### src/rtl/seg_writer_rtc_pkg.sv
// ============================================================================
// Module   : seg_writer_rtc_pkg
// Brief    : Shared constants and BCD helper for the RTC seconds writer.
// Revision : 1.0
// ============================================================================
`default_nettype none

package seg_writer_rtc_pkg;

    // Bus-phase states are numbered in order so a phase can advance by +1.
    localparam logic [2:0] ST_IDLE = 3'd0;
    localparam logic [2:0] ST_ADDR = 3'd1;
    localparam logic [2:0] ST_ALAT = 3'd2;
    localparam logic [2:0] ST_DATA = 3'd3;
    localparam logic [2:0] ST_HOLD = 3'd4;
    localparam logic [2:0] ST_DONE = 3'd5;

    localparam logic [7:0] ADDR_SEG_DEFAULT = 8'h21;
    localparam logic [7:0] BCD_MAX          = 8'h59;

    function automatic logic bcd_sec_valid(input logic [7:0] v);
        return (v[7:4] <= 4'd5) && (v[3:0] <= 4'd9);
    endfunction

endpackage

`default_nettype wire

### src/rtl/seg_writer_rtc_bcd_mod60_updown.sv
// ============================================================================
// Module   : bcd_mod60_updown
// Brief    : Next BCD seconds value: validated load, or increment/decrement mod 60.
// Revision : 1.0
// ============================================================================
`default_nettype none

module bcd_mod60_updown
    import seg_writer_rtc_pkg::*;
(
    input  logic [7:0] cur_i,
    input  logic [7:0] load_val_i,
    input  logic       load_i,
    input  logic       up_i,
    input  logic       down_i,
    output logic [7:0] next_o
);

    logic [3:0] w_hi;
    logic [3:0] w_lo;

    assign w_hi = cur_i[7:4];
    assign w_lo = cur_i[3:0];

    always_comb begin
        next_o = cur_i;
        if (load_i) begin
            next_o = bcd_sec_valid(load_val_i) ? load_val_i : 8'h00;
        end else if (up_i && !down_i) begin
            if (cur_i == BCD_MAX)
                next_o = 8'h00;
            else if (w_lo == 4'd9)
                next_o = {w_hi + 4'd1, 4'd0};
            else
                next_o = {w_hi, w_lo + 4'd1};
        end else if (down_i && !up_i) begin
            if (cur_i == 8'h00)
                next_o = BCD_MAX;
            else if (w_lo == 4'd0)
                next_o = {w_hi - 4'd1, 4'd9};
            else
                next_o = {w_hi, w_lo - 4'd1};
        end
    end

endmodule

`default_nettype wire

### src/rtl/seg_writer_rtc.sv
// ============================================================================
// Module   : seg_writer_rtc
// Brief    : Seconds editor with multiplexed-bus RTC write sequencer.
// Revision : 1.0
// ============================================================================
`default_nettype none

module seg_writer_rtc
    import seg_writer_rtc_pkg::*;
#(
    parameter logic [7:0] ADDR_SEG = ADDR_SEG_DEFAULT,
    parameter int         T_PHASE  = 4
) (
    input  logic       clk,
    input  logic       reset,
    input  logic       seleccion,
    input  logic [7:0] dato_seg_in,
    input  logic       up,
    input  logic       down,
    input  logic       confirm,
    output logic [7:0] seg_edit,
    output logic       ACT,
    output logic       busy,
    output logic       done,
    output logic       cs_n,
    output logic       ale,
    output logic       wr_n,
    output logic [7:0] ad_out,
    output logic       ad_oe
);

    localparam logic [3:0] C_LAST = 4'(T_PHASE - 1);

    logic [2:0] state_q, state_d;
    logic [3:0] cnt_q, cnt_d;
    logic [7:0] data_q, data_d;
    logic [7:0] seg_q, seg_d;
    logic       act_q;
    logic       sel_q, armed_q;
    logic       busy_q, done_q;
    logic       cs_n_q, ale_q, wr_n_q, ad_oe_q;
    logic [7:0] ad_out_q;
    logic       cs_n_d, ale_d, wr_n_d, ad_oe_d;
    logic [7:0] ad_out_d;

    logic w_busy, w_rise, w_step, w_start;

    assign w_busy  = (state_q != ST_IDLE);
    // armed_q keeps a level already high at reset release from looking like an edge.
    assign w_rise  = armed_q && seleccion && !sel_q;
    assign w_step  = seleccion && !w_busy && (up ^ down);
    assign w_start = confirm && seleccion && !w_busy;

    bcd_mod60_updown u_bcd (
        .cur_i      (seg_q),
        .load_val_i (dato_seg_in),
        .load_i     (w_rise),
        .up_i       (w_step && up),
        .down_i     (w_step && down),
        .next_o     (seg_d)
    );

    always_comb begin
        state_d = state_q;
        cnt_d   = cnt_q;
        data_d  = data_q;
        case (state_q)
            ST_IDLE: begin
                if (w_start) begin
                    state_d = ST_ADDR;
                    cnt_d   = 4'd0;
                    data_d  = seg_q;
                end
            end
            ST_ADDR, ST_ALAT, ST_DATA, ST_HOLD: begin
                if (cnt_q == C_LAST) begin
                    state_d = state_q + 3'd1;
                    cnt_d   = 4'd0;
                end else begin
                    cnt_d = cnt_q + 4'd1;
                end
            end
            ST_DONE: state_d = ST_IDLE;
            default: state_d = ST_IDLE;
        endcase
    end

    // Bus outputs are decoded from the next state and registered.
    always_comb begin
        cs_n_d   = 1'b1;
        ale_d    = 1'b0;
        wr_n_d   = 1'b1;
        ad_oe_d  = 1'b0;
        ad_out_d = 8'h00;
        case (state_d)
            ST_ADDR: begin
                cs_n_d = 1'b0; ale_d = 1'b1; ad_oe_d = 1'b1; ad_out_d = ADDR_SEG;
            end
            ST_ALAT: begin
                cs_n_d = 1'b0; ad_oe_d = 1'b1; ad_out_d = ADDR_SEG;
            end
            ST_DATA: begin
                cs_n_d = 1'b0; wr_n_d = 1'b0; ad_oe_d = 1'b1; ad_out_d = data_d;
            end
            ST_HOLD: begin
                cs_n_d = 1'b0; ad_oe_d = 1'b1; ad_out_d = data_d;
            end
            default: ;
        endcase
    end

    always_ff @(posedge clk or posedge reset) begin
        if (reset) begin
            state_q  <= ST_IDLE;
            cnt_q    <= 4'd0;
            data_q   <= 8'h00;
            seg_q    <= 8'h00;
            act_q    <= 1'b0;
            sel_q    <= 1'b0;
            armed_q  <= 1'b0;
            busy_q   <= 1'b0;
            done_q   <= 1'b0;
            cs_n_q   <= 1'b1;
            ale_q    <= 1'b0;
            wr_n_q   <= 1'b1;
            ad_oe_q  <= 1'b0;
            ad_out_q <= 8'h00;
        end else begin
            state_q  <= state_d;
            cnt_q    <= cnt_d;
            data_q   <= data_d;
            seg_q    <= seg_d;
            act_q    <= w_rise || w_step;
            sel_q    <= seleccion;
            armed_q  <= 1'b1;
            busy_q   <= (state_d != ST_IDLE);
            done_q   <= (state_d == ST_DONE);
            cs_n_q   <= cs_n_d;
            ale_q    <= ale_d;
            wr_n_q   <= wr_n_d;
            ad_oe_q  <= ad_oe_d;
            ad_out_q <= ad_out_d;
        end
    end

    assign seg_edit = seg_q;
    assign ACT      = act_q;
    assign busy     = busy_q;
    assign done     = done_q;
    assign cs_n     = cs_n_q;
    assign ale      = ale_q;
    assign wr_n     = wr_n_q;
    assign ad_oe    = ad_oe_q;
    assign ad_out   = ad_out_q;

endmodule

`default_nettype wire

### config.mk
export PLATFORM = sky130hd
export DESIGN_NAME = seg_writer_rtc
export DESIGN_NICKNAME = d
export VERILOG_FILES = /design/src/rtl/seg_writer_rtc_pkg.sv /design/src/rtl/seg_writer_rtc_bcd_mod60_updown.sv /design/src/rtl/seg_writer_rtc.sv
export SDC_FILE = /design/constraint.sdc
export NUM_CORES = 1
export LEC_CHECK = 0
export ABC_AREA = 1
export BUFFER_PORTS_ARGS = -buffer_cell sky130_fd_sc_hd__buf_2
export CORE_MARGIN = 2
export CORE_UTILIZATION = 36
export DETAILED_ROUTE_END_ITERATION = 8
export HOLD_SLACK_MARGIN = 0.12
export PLACE_DENSITY = 0.58
export SLEW_MARGIN = 10
export SYNTH_ARGS = -nofsm -noshare
export SYNTH_HDL_FRONTEND = slang
export SYNTH_SLANG_ARGS = --single-unit
export TNS_END_PERCENT = 5
### constraint.sdc
create_clock -name clk -period 2.7 [get_ports clk]
set_input_delay 0.675 -clock clk [delete_from_list [all_inputs] [get_ports clk]]
set_output_delay 0.675 -clock clk [all_outputs]
set_load 0.05 [all_outputs]
# Word-level counts from Yosys, hierarchy flattened
# Cells that the tools add are included.
[totals]
out_inout_bits = 23
ff_bits = 40
in_bits = 14
[classes]
n_bitwise = 1
n_mux = 21
reduce_logical = 30
eq_ne = 14
magnitude_cmp = 2
n_addsub = 6
[ops]
columns = ["cell", "count"]
rows = [
  ["$mux W8", 10],
  ["$pmux W8 S2", 1],
  ["$add A4 B1 Y4 const B", 3],
  ["$eq A3 B2 Y1 const B", 4],
  ["$logic_and A1 B1 Y1", 11],
  ["$eq A3 B3 Y1 const B", 3],
  ["$reduce_bool A3 Y1", 3],
  ["$eq A8 B7 Y1 const B", 1],
  ["$logic_not A8 Y1", 1],
  ["$mux W4", 2],
  ["$pmux W4 S2", 1],
  ["$reduce_or A4 Y1", 2],
  ["$sub A4 B1 Y4 const B", 2],
  ["$eq A3 B1 Y1 const B", 2],
  ["$mux W3", 2],
  ["$pmux W3 S2", 1],
  ["$eq A4 B2 Y1 const B", 1],
  ["$eq A4 B4 Y1 const B", 1],
  ["$le A4 B3 Y1 const B", 1],
  ["$le A4 B4 Y1 const B", 1],
  ["$logic_not A1 Y1", 4],
  ["$logic_not A4 Y1", 1],
  ["$mux W1", 4],
  ["$ne A4 B4 Y1 const B", 1],
  ["10 further kinds", 11],
]

# Longest topological paths before layout
# Gate-level depths: netlist (run 1).
[depth]
word_depth = 10
mapped_depth = 16
depth_no_buf = 16

# Cells and area by module
# A second synthesis (run 1) with hierarchy kept.
[unflattened]
cells_unflattened = 289
area_unflattened_um2 = 2373.5
[by_module_without_submodules]
columns = ["mod", "cells_per_inst", "n_inst", "area_per_inst_um2", "seq_area_each_um2"]
rows = [
  ["seg_writer_rtc", 162, 1, 1699.1, 1003.5],
  ["bcd_mod60_updown", 127, 1, 674.4, 0.0],
]

# Least setup slack after synthesis (run 1)
# Ideal clock, no wire load.
[synth_timing]
path_type = "flip-flop to flip-flop"
start = "register state_q[1]"
end = "register seg_q[4] (netlist: seg_edit[4])"
slack_ns = 0.563
setup_time_ns = 0.118
t_arrival_ns = 2.019
period_less_slack_ns = 2.137
stages_incl_launch_ff = 17
path_buffers = 0
path_cell_list = "dfrtp_1 inv_1 ha_1 nand2_1 inv_2 nand2_1 inv_1 nand2_1 nor2_1 ha_1 inv_1 nand2_1 nor2_1 nor2_2 o21ai_0 nand2_1 nand2_1"
[synth_between]
elab_chain_cells = 9
elab_cells_between_ends = 16
classes_between = "eq/ne (1); mux (2); reduce/logical (13)"
[synth_lines]
columns = ["item", "line_no", "source"]
rows = [
  ["from (decl)", "seg_writer_rtc.sv:34", "logic [2:0] state_q, state_d;"],
  ["from (signal assigned)", "seg_writer_rtc.sv:129", "state_q <= state_d;"],
  ["$reduce_bool A3 Y1 *", "seg_writer_rtc.sv:48", "assign w_busy = (state_q != ST_IDLE);"],
  ["$logic_not A1 Y1 *", "seg_writer_rtc.sv:51", "assign w_step = seleccion && !w_busy && (up ^ down);"],
  ["$logic_and A1 B1 Y1 * (2 in a row)", "seg_writer_rtc.sv:51", ""],
  ["$logic_and A1 B1 Y1 (on tied branches)", "seg_writer_rtc.sv:59, seg_writer_rtc.sv:58", ""],
  ["$logic_not A1 Y1 (on tied branches)", "seg_writer_rtc_bcd_mod60_updown.sv:29, seg_writer_rtc_bcd_mod60_updown.sv:36", ""],
  ["$logic_and A1 B1 Y1 (on tied branches)", "seg_writer_rtc_bcd_mod60_updown.sv:29, seg_writer_rtc_bcd_mod60_updown.sv:36", ""],
  ["$ne A4 B4 Y1 (no line), or another cell as far along", "-", ""],
  ["$reduce_and A3 Y1 (no line) / $mux W8 (equally long branches)", "-", ""],
  ["to (signal assigned)", "seg_writer_rtc.sv:132", "seg_q <= seg_d;"],
  ["to (decl)", "seg_writer_rtc.sv:37", "logic [7:0] seg_q, seg_d;"],
]
# Every way passes the cells marked *; elsewhere a longest branch is shown, timed or not.
# A chain may end at the register's enable or synchronous reset.

# Final worst setup path (run 1)
[layout_timing]
start = "register state_q[0]"
end = "register seg_q[6] (netlist: seg_edit[6])"
# The elaborated chain is that of the path after synthesis.

==> reports/metrics.csv, run 1 <==
stage,metric,value,unit
outcome,status,"finished, final reports clean",
cts,# Post-CTS Setup Buffers,0,
placement,I/O Buffers,36,
cells_and_area,layout cells sized above 1,0.321,
pwr,Seq pwr share,0.285,
drt,post-DR wirelength/cell,11.9,um
worst_setup_path,Setup crit start,state_q[0],
pwr,total power,3.40,mW
cts,CTS tree,yes,
pwr,Cell Int Power,1.69,mW
sta,"Slew Viols, Final",0,
worst_setup_path,Crit Path Category,flop to flop,
global_route,total grt overflow,0,
sta,setup slack after layout,287,ps
global_route,first-pass GRT wire length,8.26,mm
global_route,vias in the first global route,1781,
global_route,pin count of the biggest net entering global routing,41,
cells_and_area,fillers,626,
worst_setup_path,RR Startpoint,state_q[0],
pwr,sw frac,0.504,
drt,Final ANT Viol Nets,0,
die,Die Y-Extent,84.2,um
die,# rows,29,
pwr,Logic pwr share,0.568,
placement,dpl ws,322,ps
cells_and_area,final instance area,2700,sq um
cts,Worst-Skew Late Latency,290,ps
die,die width,84.2,um
worst_setup_path,r2r setup slk,290,ps
placement,Placed Instances,368,
worst_hold_path,Hold Crit Class,input port to async pin,
cells_and_area,Layout area overhead,16.6,%
drt,via count,1758,
logic_synthesis,Synth Register Bits,40,
global_route,initial antenna violation count,0,
sta,RSZ-0062 raised after global routing,no,
sta,Rel. slew slack,0.660,
die,Core ar.,6280,sq um
drt,DRC violations left,0,
drt,final WL,4.49,mm
worst_setup_path,RR Endpoint,seg_edit[6],
cts,H-tree depth,2,
worst_setup_path,Arrival @ worst endpoint,2590,ps
worst_setup_path,CP max FO,8,
logic_synthesis,synthesized instance count,255,
sta,Total Neg Setup Slack,0,ps
pwr,P_sw,1.71,mW
cts,# hold bufs at CTS,0,
sta,Slew @ Worst Pin,511,ps
job,number of max-cap violations,0,
logic_synthesis,sequential area share after synthesis,0.434,
logic_synthesis,Mapped Area,2310,sq um
logic_synthesis,Yosys cell types,38,
cts,CTS root buf,clkbuf_8,
cts,post-CTS sizing,0,
cts,Clock Pin Slew Worst Setup and Hold Paths,80,ps
pwr,worst vdd ir,0.000818,V
placement,RePlAce Congestion,0.862,
pwr,Pwr Density,1260,nW/um^2
sta,clk_skew,5.45,ps
worst_setup_path,CP required,2880,ps
logic_synthesis,synthesized area per cell,9.07,sq um
die,I/O Pins,37,
cells_and_area,"most common cell after layout, fill and taps aside",dfrtp_1,
drt,drt via density,4.68,
cts,Sinks on Clock Net,40,
cts,clock buffer depth,2,
sta,Hold WS,499,ps
placement,HPWL Detailed,3.40,mm
cells_and_area,final design utilization,0.430,
sta,"Hold Vio Cnt, Final",0,
cells_and_area,multi-input logic area,1150,sq um
worst_setup_path,R2R depth,16,
cells_and_area,register area,1000,sq um
drt,DR iter-0 viols,62,
die,Initial Util,0.369,
sta,Final min period,2410,ps
worst_setup_path,Startpoint Class,flop,
pwr,static leakage,1.33,nW
worst_setup_path,CP Capture Type,flop,
sta,ratio of final minimum period to clock period,0.894,
logic_synthesis,synth warn,0,
die,Die ar.,7080,sq um
sta,FMAX,414,MHz
cells_and_area,# nets final,324,
cells_and_area,"commonest non-fill, non-tap cells in the layout","dfrtp_1, nand2_1, buf_2",
pwr,Clock power frac,0.146,
drt,DRT Pass-1 Iters,4,
logic_synthesis,syn_nets,281,
placement,post-placement cell area,2590,sq um
sta,Final Setup Violations,0,
cells_and_area,"non-filler cells, final",376,
global_route,GRT Total Usage,0.142,
cts,CTS buffer count,5,
cells_and_area,Diodes inserted,0,
## cells by family after synthesis
group | Yosys count | synth area share
AOI/OAI and AO/OA | 40 | 0.113
xor gates and xnor gates | 8 | 0.0303
adders and majority gates | 12 | 0.0649
buffers and inverters | 40 | 0.0692
DFF | 40 | 0.434
other | 1 | 0.00162
and+or+nand+nor | 114 | 0.287
## synthesized netlist by cell type, drive strengths merged
cell type   n  area, sq um
nand2      48          272
dfrtp      38          951
inv        38          145
nor2       30          181
nand3      23          125
o21ai      23          126
ha         12          150
a21oi       9         52.6
or2         7         46.3
xor2        6         52.6
nor3        3         20.0
a22oi       2         15.0
dfstp       2         52.6
nand4       2         12.5
o21bai      2         37.5
xnor2       2         17.5
a31oi       1         6.26
buf         1         11.3
clkinv      1         3.75
conb        1         3.75
nand3b      1         7.51
o211ai      1         7.51
o22a        1         8.76
o31ai       1         7.51
## layout make-up
cell class,instances,share of cell area
Timing Repair Buffer,37,0.0696
Tap cell,77,0.0357
Sequential cell,40,0.372
Inverter,39,0.0552
Clock buffer,5,0.0255
Clock inverter,3,0.0158
Multi-Input combinational cell,175,0.426
## power by group through the flow
stage / Sequential (mW) / Combinational, mW / Clock (mW)
after floorplan: 1.40 / 1.16 / 0
after global placement: 0.976 / 1.94 / 0
after detailed placement: 0.985 / 1.94 / 0
after CTS: 0.975 / 1.94 / 0.512
after global routing: 1.01 / 2.14 / 0.533
final: 0.970 / 1.93 / 0.497
## how the worst max path moves through the flow
stage | cells after the start | end | slack [ps]
after floorplan | 16 | seg_edit[4] | 560
after global placement | 16 | seg_edit[6] | 430
after detailed placement | 16 | seg_edit[6] | 320
after CTS | 16 | seg_edit[6] | 310
after global routing | 16 | seg_edit[6] | 2
final | 16 | seg_edit[6] | 290
## registers in the layout, summed over array words and instances, names as in the netlist
register / count
ad_oe: 1
busy: 1
armed_q: 1
cs_n: 1
done: 1
state_q: 3
wr_n: 1
cnt_q: 4
data_q: 8
ale: 1
sel_q: 1
ACT: 1
ad_out: 8
seg_edit: 8
## worst max-delay path: stages, from the launching register on
cell	delay, ps
dfrtp_1	420
inv_1	150
ha_1	210
nand2_1	130
inv_2	110
nand2_1	50
inv_1	60
nand2_1	60
nor2_1	90
ha_1	230
inv_1	70
nand2_1	130
nor2_1	90
nor2_2	240
o21ai_1	110
nor2_1	100
a21oi_1	40
## metal layers
layer  GRT usage  routed length (um)  vias up
met1       0.201                2350      805
met2       0.217                1880       47
met5           0                   0        -
li1            -                   -      902
met4      0.0455                  33        0
met3      0.0295                 228        4
(Power assumes the default switching activity.)
==> run 2: changes to the inputs <==
--- a/config.mk
+++ b/config.mk
@@ -6,7 +6,7 @@
 export NUM_CORES = 1
 export LEC_CHECK = 0
 export ABC_AREA = 1
-export BUFFER_PORTS_ARGS = -buffer_cell sky130_fd_sc_hd__buf_2
+export BUFFER_PORTS_ARGS = -buffer_cell sky130_fd_sc_hd__buf_4
 export CORE_MARGIN = 2
 export CORE_UTILIZATION = 36
 export DETAILED_ROUTE_END_ITERATION = 8
@@ -15,5 +15,6 @@
 export SLEW_MARGIN = 10
 export SYNTH_ARGS = -nofsm -noshare
 export SYNTH_HDL_FRONTEND = slang
+export SYNTH_HIERARCHICAL = 1
 export SYNTH_SLANG_ARGS = --single-unit
 export TNS_END_PERCENT = 5
==> reports/metrics.csv, run 2 <==
stage,metric,value,unit,change
global_route,first-pass GRT wire length,8.42,mm,+2.0%
sta,"Hold Vio Cnt, Final",0,,unchanged
pwr,Seq pwr share,0.292,,+0.007
logic_synthesis,Yosys cell types,33,,-13%
cts,H-tree depth,2,,unchanged
sta,Total Neg Setup Slack,0,ps,unchanged
worst_hold_path,hold path depth,1,,
global_route,GRT Total Usage,0.141,,-0.000274
die,die width,85.2,um,+1.2%
global_route,initial antenna violation count,0,,unchanged
sta,Final Setup Violations,0,,unchanged
worst_setup_path,CP Capture Type,flop,,
cells_and_area,"most common cell after layout, fill and taps aside",nand2_1,,
cts,clock buffer depth,2,,unchanged
die,Initial Util,0.374,,+0.00525
cells_and_area,"non-filler cells, final",411,,+9.3%
logic_synthesis,synthesized instance count,289,,+13%
sta,"Slew Viols, Final",0,,unchanged
worst_setup_path,Startpoint Class,flop,,
job,number of max-cap violations,0,,unchanged
logic_synthesis,most frequent cell after synthesis,nand2_1,,
drt,DR iter-0 viols,94,,+52%
pwr,P_sw,2.01,mW,+17%
die,# rows,29,,unchanged
sta,clk_skew,8.16,ps,+2.71 ps
drt,via count,1931,,+9.8%
pwr,sw frac,0.527,,+0.0233
global_route,vias in the first global route,1818,,+2.1%
logic_synthesis,Mapped Area,2370,sq um,+2.6%
worst_setup_path,slowest cell on the critical path,dfrtp_1,,
die,Core ar.,6350,sq um,+1.2%
cts,CTS buffer count,5,,unchanged
global_route,grt met2 use,0.221,,+0.00371
cts,Clock Pin Slew Worst Setup and Hold Paths,70,ps,about the same
global_route,met1 usage,0.198,,-0.00359
die,I/O Pins,37,,unchanged
placement,HPWL Detailed,3.59,mm,+5.6%
cts,post-CTS sizing,0,,unchanged
logic_synthesis,"area leader, netlist",dfrtp_1,,
drt,post-DR wirelength/cell,11.3,um,-5.5%
cells_and_area,Layout area overhead,19.3,%,
cts,# Post-CTS Setup Buffers,0,,unchanged
global_route,global route hottest layer,met2,,
logic_synthesis,Synth top area share,0.401,,-0.0104
logic_synthesis,synthesized area per cell,8.21,sq um,-9.5%
sta,FMAX,442,MHz,+6.6%
worst_setup_path,Arrival @ worst endpoint,2420,ps,-170 ps
logic_synthesis,syn_nets,317,,+13%
cells_and_area,# nets final,361,,+11%
worst_setup_path,r2r setup slk,440,ps,+150 ps
cts,Sinks on Clock Net,40,,unchanged
worst_setup_path,Crit Path Category,flop to flop,,
drt,drt via density,4.70,,+0.49%
global_route,pin count of the biggest net entering global routing,41,,unchanged
logic_synthesis,Synth top cells by count,"nand2_1, dfrtp_1, inv_1, nand3_1, o21ai_0",,
logic_synthesis,Synth Register Bits,40,,unchanged
die,Die ar.,7260,sq um,+2.5%
drt,DRC violations left,0,,unchanged
drt,Final ANT Viol Nets,0,,unchanged
drt,DRT Pass-1 Iters,4,,unchanged
logic_synthesis,Async SR Flop Fraction,1.00,,unchanged
worst_setup_path,cell chain of the critical path,inv_1 -> ha_1 -> nand2_2 -> inv_2 -> nand4_1 -> nor2_1 -> inv_2 -> nor2_4 -> nand3_1 -> nand2_1 -> nand2_1 -> o21ai_0 -> a21boi_1,,
worst_setup_path,Worst path max stage delay,440,ps,+20 ps
logic_synthesis,main area contributors after synthesis,"dfrtp_1, nand2_1, ha_1",,
worst_hold_path,hold path endpoint,ACT,,
logic_synthesis,"Top FF cell, synth",dfrtp_1,,
cells_and_area,layout cells sized above 1,0.278,,-0.0426
sta,Final min period,2260,ps,-150 ps
pwr,total power,3.81,mW,+12%
drt,final WL,4.64,mm,+3.3%
cells_and_area,fillers,666,,+6.4%
sta,setup slack after layout,437,ps,+150 ps
pwr,Logic pwr share,0.610,,+0.042
worst_setup_path,CP required,2860,ps,-20 ps
pwr,static leakage,1.44,nW,+8.4%
cts,Worst-Skew Late Latency,280,ps,about the same
worst_setup_path,RR Startpoint,state_q[0],,
worst_setup_path,CP max FO,6,,-2
cts,CTS tree,yes,,
worst_hold_path,hold path start,sel_q,,
logic_synthesis,synth warn,6,,+6
placement,dpl ws,466,ps,+144 ps
cts,CTS root buf,clkbuf_8,,
cells_and_area,Diodes inserted,0,,unchanged
cells_and_area,"commonest non-fill, non-tap cells in the layout","nand2_1, dfrtp_1, buf_4",,
worst_setup_path,RR Endpoint,seg_edit[3],,
pwr,Cell Int Power,1.80,mW,+6.7%
pwr,Clock power frac,0.099,,-0.047
logic_synthesis,sequential area share after synthesis,0.423,,-0.0110
worst_hold_path,Hold Crit Class,flop to flop,,
cts,# hold bufs at CTS,0,,unchanged
sta,RSZ-0062 raised after global routing,no,,
outcome,status,"finished, final reports clean",,
global_route,total grt overflow,0,,unchanged
worst_setup_path,R2R depth,13,,-3
pwr,Pwr Density,1340,nW/um^2,+6.6%
die,Die Y-Extent,85.2,um,+1.2%
placement,I/O Buffers,36,,unchanged
global_route,met3 usage,0.0282,,-0.00129
logic_synthesis,number of synthesized flops with an enable pin,0,,unchanged
placement,Placed Instances,403,,+9.5%
sta,ratio of final minimum period to clock period,0.838,,-0.0555
placement,RePlAce Congestion,0.844,,-2.1%
pwr,worst vdd ir,0.000725,V,-11%
-- run 2: metal layers --
| layer | routed length (um) | vias up |
|---|---|---|
| met5 | 0 | - |
| met4 | 48 | 0 |
| met3 | 223 | 4 |
| met2 | 2090 | 52 |
| met1 | 2280 | 878 |
| li1 | - | 997 |
-- run 2: worst max-delay path, delay by kind of cell (launching register included) --
kind                       cells  cell delay [ps]
DFF                            1              440
and+or+nand+nor                7              900
AOI/OAI and AO/OA              2              310
adders and majority gates      1              180
buffers and inverters          3              340
-- run 2: worst max-delay path by stage --
| stage | start | to | slack (ps) | depth (start not counted) |
|---|---|---|---|---|
| floorplan | state_q[0] | seg_edit[6] | 740 | 13 |
| global placement | state_q[0] | seg_edit[3] | 530 | 13 |
| detailed placement | state_q[0] | seg_edit[6] | 470 | 13 |
| finish | state_q[0] | seg_edit[3] | 440 | 13 |
| global route | state_q[0] | seg_edit[5] | 190 | 12 |
| CTS | state_q[0] | seg_edit[6] | 450 | 13 |
-- run 2: logic make-up (layout without fill, tap and decap cells) --
kind of cell             count (synthesis)  count (layout)  synth area share
AND/OR/NAND/NOR                        142             142             0.304
AO/OA/AOI/OAI                           45              45             0.115
buffers and inverters                   43              88            0.0680
XOR/XNOR                                 4               4            0.0148
other                                    1               1           0.00158
flip-flops                              40              40             0.423
adder cells (fa/ha/maj)                 14              14            0.0738
-- run 2: layout make-up --
cell class / count / area [sq um] / area share
inverters: 42 / 158 / 0.0557
clock inverters: 1 / 5.00 / 0.00177
well taps: 77 / 96.3 / 0.0340
clock buffers: 7 / 76.3 / 0.0269
multi-input cells: 206 / 1210 / 0.427
repair buffers: 38 / 285 / 0.101
flip-flops and latches: 40 / 1000 / 0.354
-- run 2: stage by stage --
step	cell area (sq um)	hold WS, ps	util
floorplan	2370	436	-
detailed placement	2750	457	0.433
CTS	2830	467	0.446
global placement	2750	469	0.433
global route	2830	510	0.446
finish	2830	464	0.446
-- run 2: power by group through the flow --
stage                     Clock, mW  Sequential (mW)  Combinational, mW
after floorplan                   0             1.61               1.26
after global placement            0             1.12               2.32
after detailed placement          0             1.12               2.33
after CTS                     0.395             1.11               2.34
after global routing          0.420             1.15               2.58
final                         0.375             1.11               2.32
==> run 3: changes to the inputs <==
--- a/config.mk
+++ b/config.mk
@@ -5,13 +5,13 @@
 export SDC_FILE = /design/constraint.sdc
 export NUM_CORES = 1
 export LEC_CHECK = 0
-export ABC_AREA = 1
+export ABC_AREA = 0
 export BUFFER_PORTS_ARGS = -buffer_cell sky130_fd_sc_hd__buf_4
 export CORE_MARGIN = 2
 export CORE_UTILIZATION = 36
 export DETAILED_ROUTE_END_ITERATION = 8
 export HOLD_SLACK_MARGIN = 0.12
-export PLACE_DENSITY = 0.58
+export PLACE_DENSITY = 0.6
 export SLEW_MARGIN = 10
 export SYNTH_ARGS = -nofsm -noshare
 export SYNTH_HDL_FRONTEND = slang
==> constraint.sdc (replaced) <==
create_clock -name clk -period 1.95 [get_ports clk]
set_input_delay 0.4875 -clock clk [delete_from_list [all_inputs] [get_ports clk]]
set_output_delay 0.4875 -clock clk [all_outputs]
set_load 0.05 [all_outputs]
==> reports/metrics.csv, run 3 <==
stage,metric,value,unit,change
sta,FMAX,497,MHz,+12%
worst_setup_path,CP Capture Type,flop,,
die,Die Y-Extent,85.8,um,+0.65%
logic_synthesis,most frequent cell after synthesis,dfrtp_1,,
worst_hold_path,Hold Crit Class,input port to async pin,,
logic_synthesis,Synth top cells by count,"dfrtp_1, nand2_1, ha_1, nand3_1",,
logic_synthesis,Synth Register Bits,40,,unchanged
worst_setup_path,buffers and inverters on the worst path,3,,unchanged
logic_synthesis,synth warn,6,,unchanged
sta,Slew @ Worst Pin,523,ps,
cells_and_area,"commonest non-fill, non-tap cells in the layout","buf_4, dfrtp_1, nand2_1",,
sta,Rel. slew slack,0.652,,
logic_synthesis,"Top FF cell, synth",dfrtp_1,,
die,Initial Util,0.375,,+0.000842
cts,Worst-Skew Late Latency,300,ps,+20 ps
sta,"Hold Vio Cnt, Final",0,,unchanged
sta,Final Setup Violations,17,,+17
placement,I/O Buffers,36,,unchanged
drt,DRC violations left,2,,+2
sta,Final min period,2010,ps,-250 ps
logic_synthesis,main area contributors after synthesis,"dfrtp_1, ha_1, nand2_1",,
cells_and_area,Layout area overhead,39.7,%,
cells_and_area,fillers,602,,-9.6%
cts,# hold bufs at CTS,0,,unchanged
logic_synthesis,syn_nets,272,,-14%
logic_synthesis,synthesized area per cell,9.86,sq um,+20%
worst_setup_path,slowest cell on the critical path,dfrtp_2,,
placement,RePlAce Congestion,0.851,,+0.82%
drt,drt via density,5.15,,+9.6%
worst_setup_path,Crit Path Category,flop to flop,,
cells_and_area,layout cells sized above 1,0.416,,+0.137
global_route,first-pass GRT wire length,9.70,mm,+15%
sta,RSZ-0062 raised after global routing,yes,,
drt,DR iter-0 viols,80,,-15%
logic_synthesis,Async SR Flop Fraction,1.00,,unchanged
logic_synthesis,synthesized instance count,244,,-16%
cts,H-tree depth,2,,unchanged
logic_synthesis,Yosys cell types,65,,+97%
logic_synthesis,Mapped Area,2410,sq um,+1.4%
cts,Sinks on Clock Net,40,,unchanged
logic_synthesis,number of synthesized flops with an enable pin,0,,unchanged
worst_setup_path,CP max FO,8,,+2
worst_setup_path,Worst path max stage delay,440,ps,about the same
sta,"Slew Viols, Final",0,,unchanged
cts,CTS tree,yes,,
sta,Hold WS,324,ps,-141 ps
logic_synthesis,Synth top area share,0.395,,-0.00542
worst_setup_path,cell chain of the critical path,inv_4 -> ha_4 -> nor4_4 -> buf_4 -> nor4_4 -> a221oi_4 -> buf_4 -> nand3_4 -> a21boi_1,,
cts,CTS root buf,clkbuf_8,,
worst_setup_path,CP required,2170,ps,-690 ps
placement,HPWL Detailed,4.11,mm,+15%
worst_setup_path,Arrival @ worst endpoint,2230,ps,-190 ps
outcome,status,"finished, violations left",,
global_route,initial antenna violation count,0,,unchanged
worst_setup_path,"CP delay by family, top",simple AND/OR/NAND/NOR gates,,
drt,post-DR wirelength/cell,14.0,um,+24%
global_route,GRT Total Usage,0.164,,+0.0222
cells_and_area,"most common cell after layout, fill and taps aside",buf_4,,
die,Die ar.,7350,sq um,+1.3%
drt,via count,2080,,+7.7%
global_route,pin count of the biggest net entering global routing,41,,unchanged
cells_and_area,Diodes inserted,0,,unchanged
sta,ratio of final minimum period to clock period,1.03,,+0.194
cells_and_area,# nets final,354,,-1.9%
cts,clock buffer depth,2,,unchanged
cells_and_area,final design utilization,0.523,,+0.0772
job,number of max-cap violations,0,,unchanged
outcome,failing checks,"DRC, setup timing",,
sta,setup slack after layout,-62.5,ps,-500 ps
cts,CTS buffer count,5,,unchanged
global_route,vias in the first global route,1973,,+8.5%
drt,Final ANT Viol Nets,0,,unchanged
pwr,static leakage,1.53,nW,+6.1%
die,die width,85.8,um,+0.65%
worst_setup_path,Startpoint Class,flop,,
pwr,total power,5.13,mW,+35%
pwr,worst vdd ir,0.000771,V,+6.3%
logic_synthesis,"area leader, netlist",dfrtp_1,,
pwr,Pwr Density,1530,nW/um^2,+14%
logic_synthesis,sequential area share after synthesis,0.417,,-0.00572
die,I/O Pins,37,,unchanged
drt,DRT Pass-1 Iters,8,,+4
die,# rows,29,,unchanged
cts,Clock Pin Slew Worst Setup and Hold Paths,90,ps,+20 ps
global_route,total grt overflow,0,,unchanged
sta,clk_skew,12.8,ps,+4.68 ps
drt,final WL,5.68,mm,+22%
placement,dpl ws,-127,ps,-593 ps
die,Core ar.,6420,sq um,+1.1%
[run 3: final timing paths]
kind	startpoint	to	slack, ps	cells after the start
worst max-delay path	state_q[0]	ad_out[4]	-60	9
worst min-delay path	reset	ad_out[3]	320	3
worst max register to register	state_q[0]	ad_out[4]	-60	9
worst min register to register	data_q[6]	data_q[6]	480	2
max in group asynchronous	reset	state_q[1]	1230	3
min in group clk	seleccion	sel_q	360	1
[run 3: cells by family after synthesis]
logic type               share of synthesized area
flip-flops                                   0.417
buffers and inverters                       0.0432
AO/OA/AOI/OAI                                0.186
AND/OR/NAND/NOR                              0.253
other                                      0.00156
XOR/XNOR                                   0.00364
adder cells (fa/ha/maj)                     0.0728
multiplexers                                0.0224
[run 3: cell type report]
class | instances | area [sq um] | share of cell area
clock buffer | 5 | 68.8 | 0.0205
timing repair buffer | 83 | 639 | 0.190
inverter | 14 | 57.6 | 0.0171
clock inverter | 3 | 46.3 | 0.0138
tap | 77 | 96.3 | 0.0287
sequential | 40 | 1010 | 0.299
multi-input combinational | 182 | 1450 | 0.430
[run 3: metal layers]
| layer | global-route usage | vias to the layer above | routed length [um] |
|---|---|---|---|
| met3 | 0.0279 | 4 | 243 |
| met2 | 0.255 | 51 | 2600 |
| li1 | - | 1046 | - |
| met1 | 0.236 | 979 | 2780 |
| met5 | 0 | - | 0 |
| met4 | 0.0433 | 0 | 46 |
[run 3: repair_timing]
item                       4_1_cts  5_1_grt
hold endpoints to repair         0        0
pin swaps                        6        3
setup buffers                    3        5
setup endpoints to repair       19       25
gates resized for setup          8       12
[run 3: through the flow]
stage | setup TNS (ps) | std cells | area [sq um]
global placement | -463 | 391 | 3110
floorplan | -122 | 244 | 2470
CTS | -267 | 399 | 3260
finish | -488 | 404 | 3360
detailed placement | -1350 | 391 | 3110
global route | -3080 | 404 | 3360
[run 3: worst reg2reg max path: cells and delay by family, from the launching register on]
family	cells	cell delay, ps
AOI/OAI and AO/OA	2	410
adders and majority gates	1	160
buffers and inverters	3	450
and+or+nand+nor	3	480
DFF	1	440
[run 3: where the power goes]
| part | total (mW) | internal (mW) | leakage, nW | switching (mW) |
|---|---|---|---|---|
| clock network | 0.712 | 0.386 | 0.0548 | 0.326 |
| registers | 1.34 | 1.13 | 0.503 | 0.212 |
| logic | 3.08 | 1.33 | 0.975 | 1.76 |
| total | 5.13 | 2.84 | 1.53 | 2.29 |
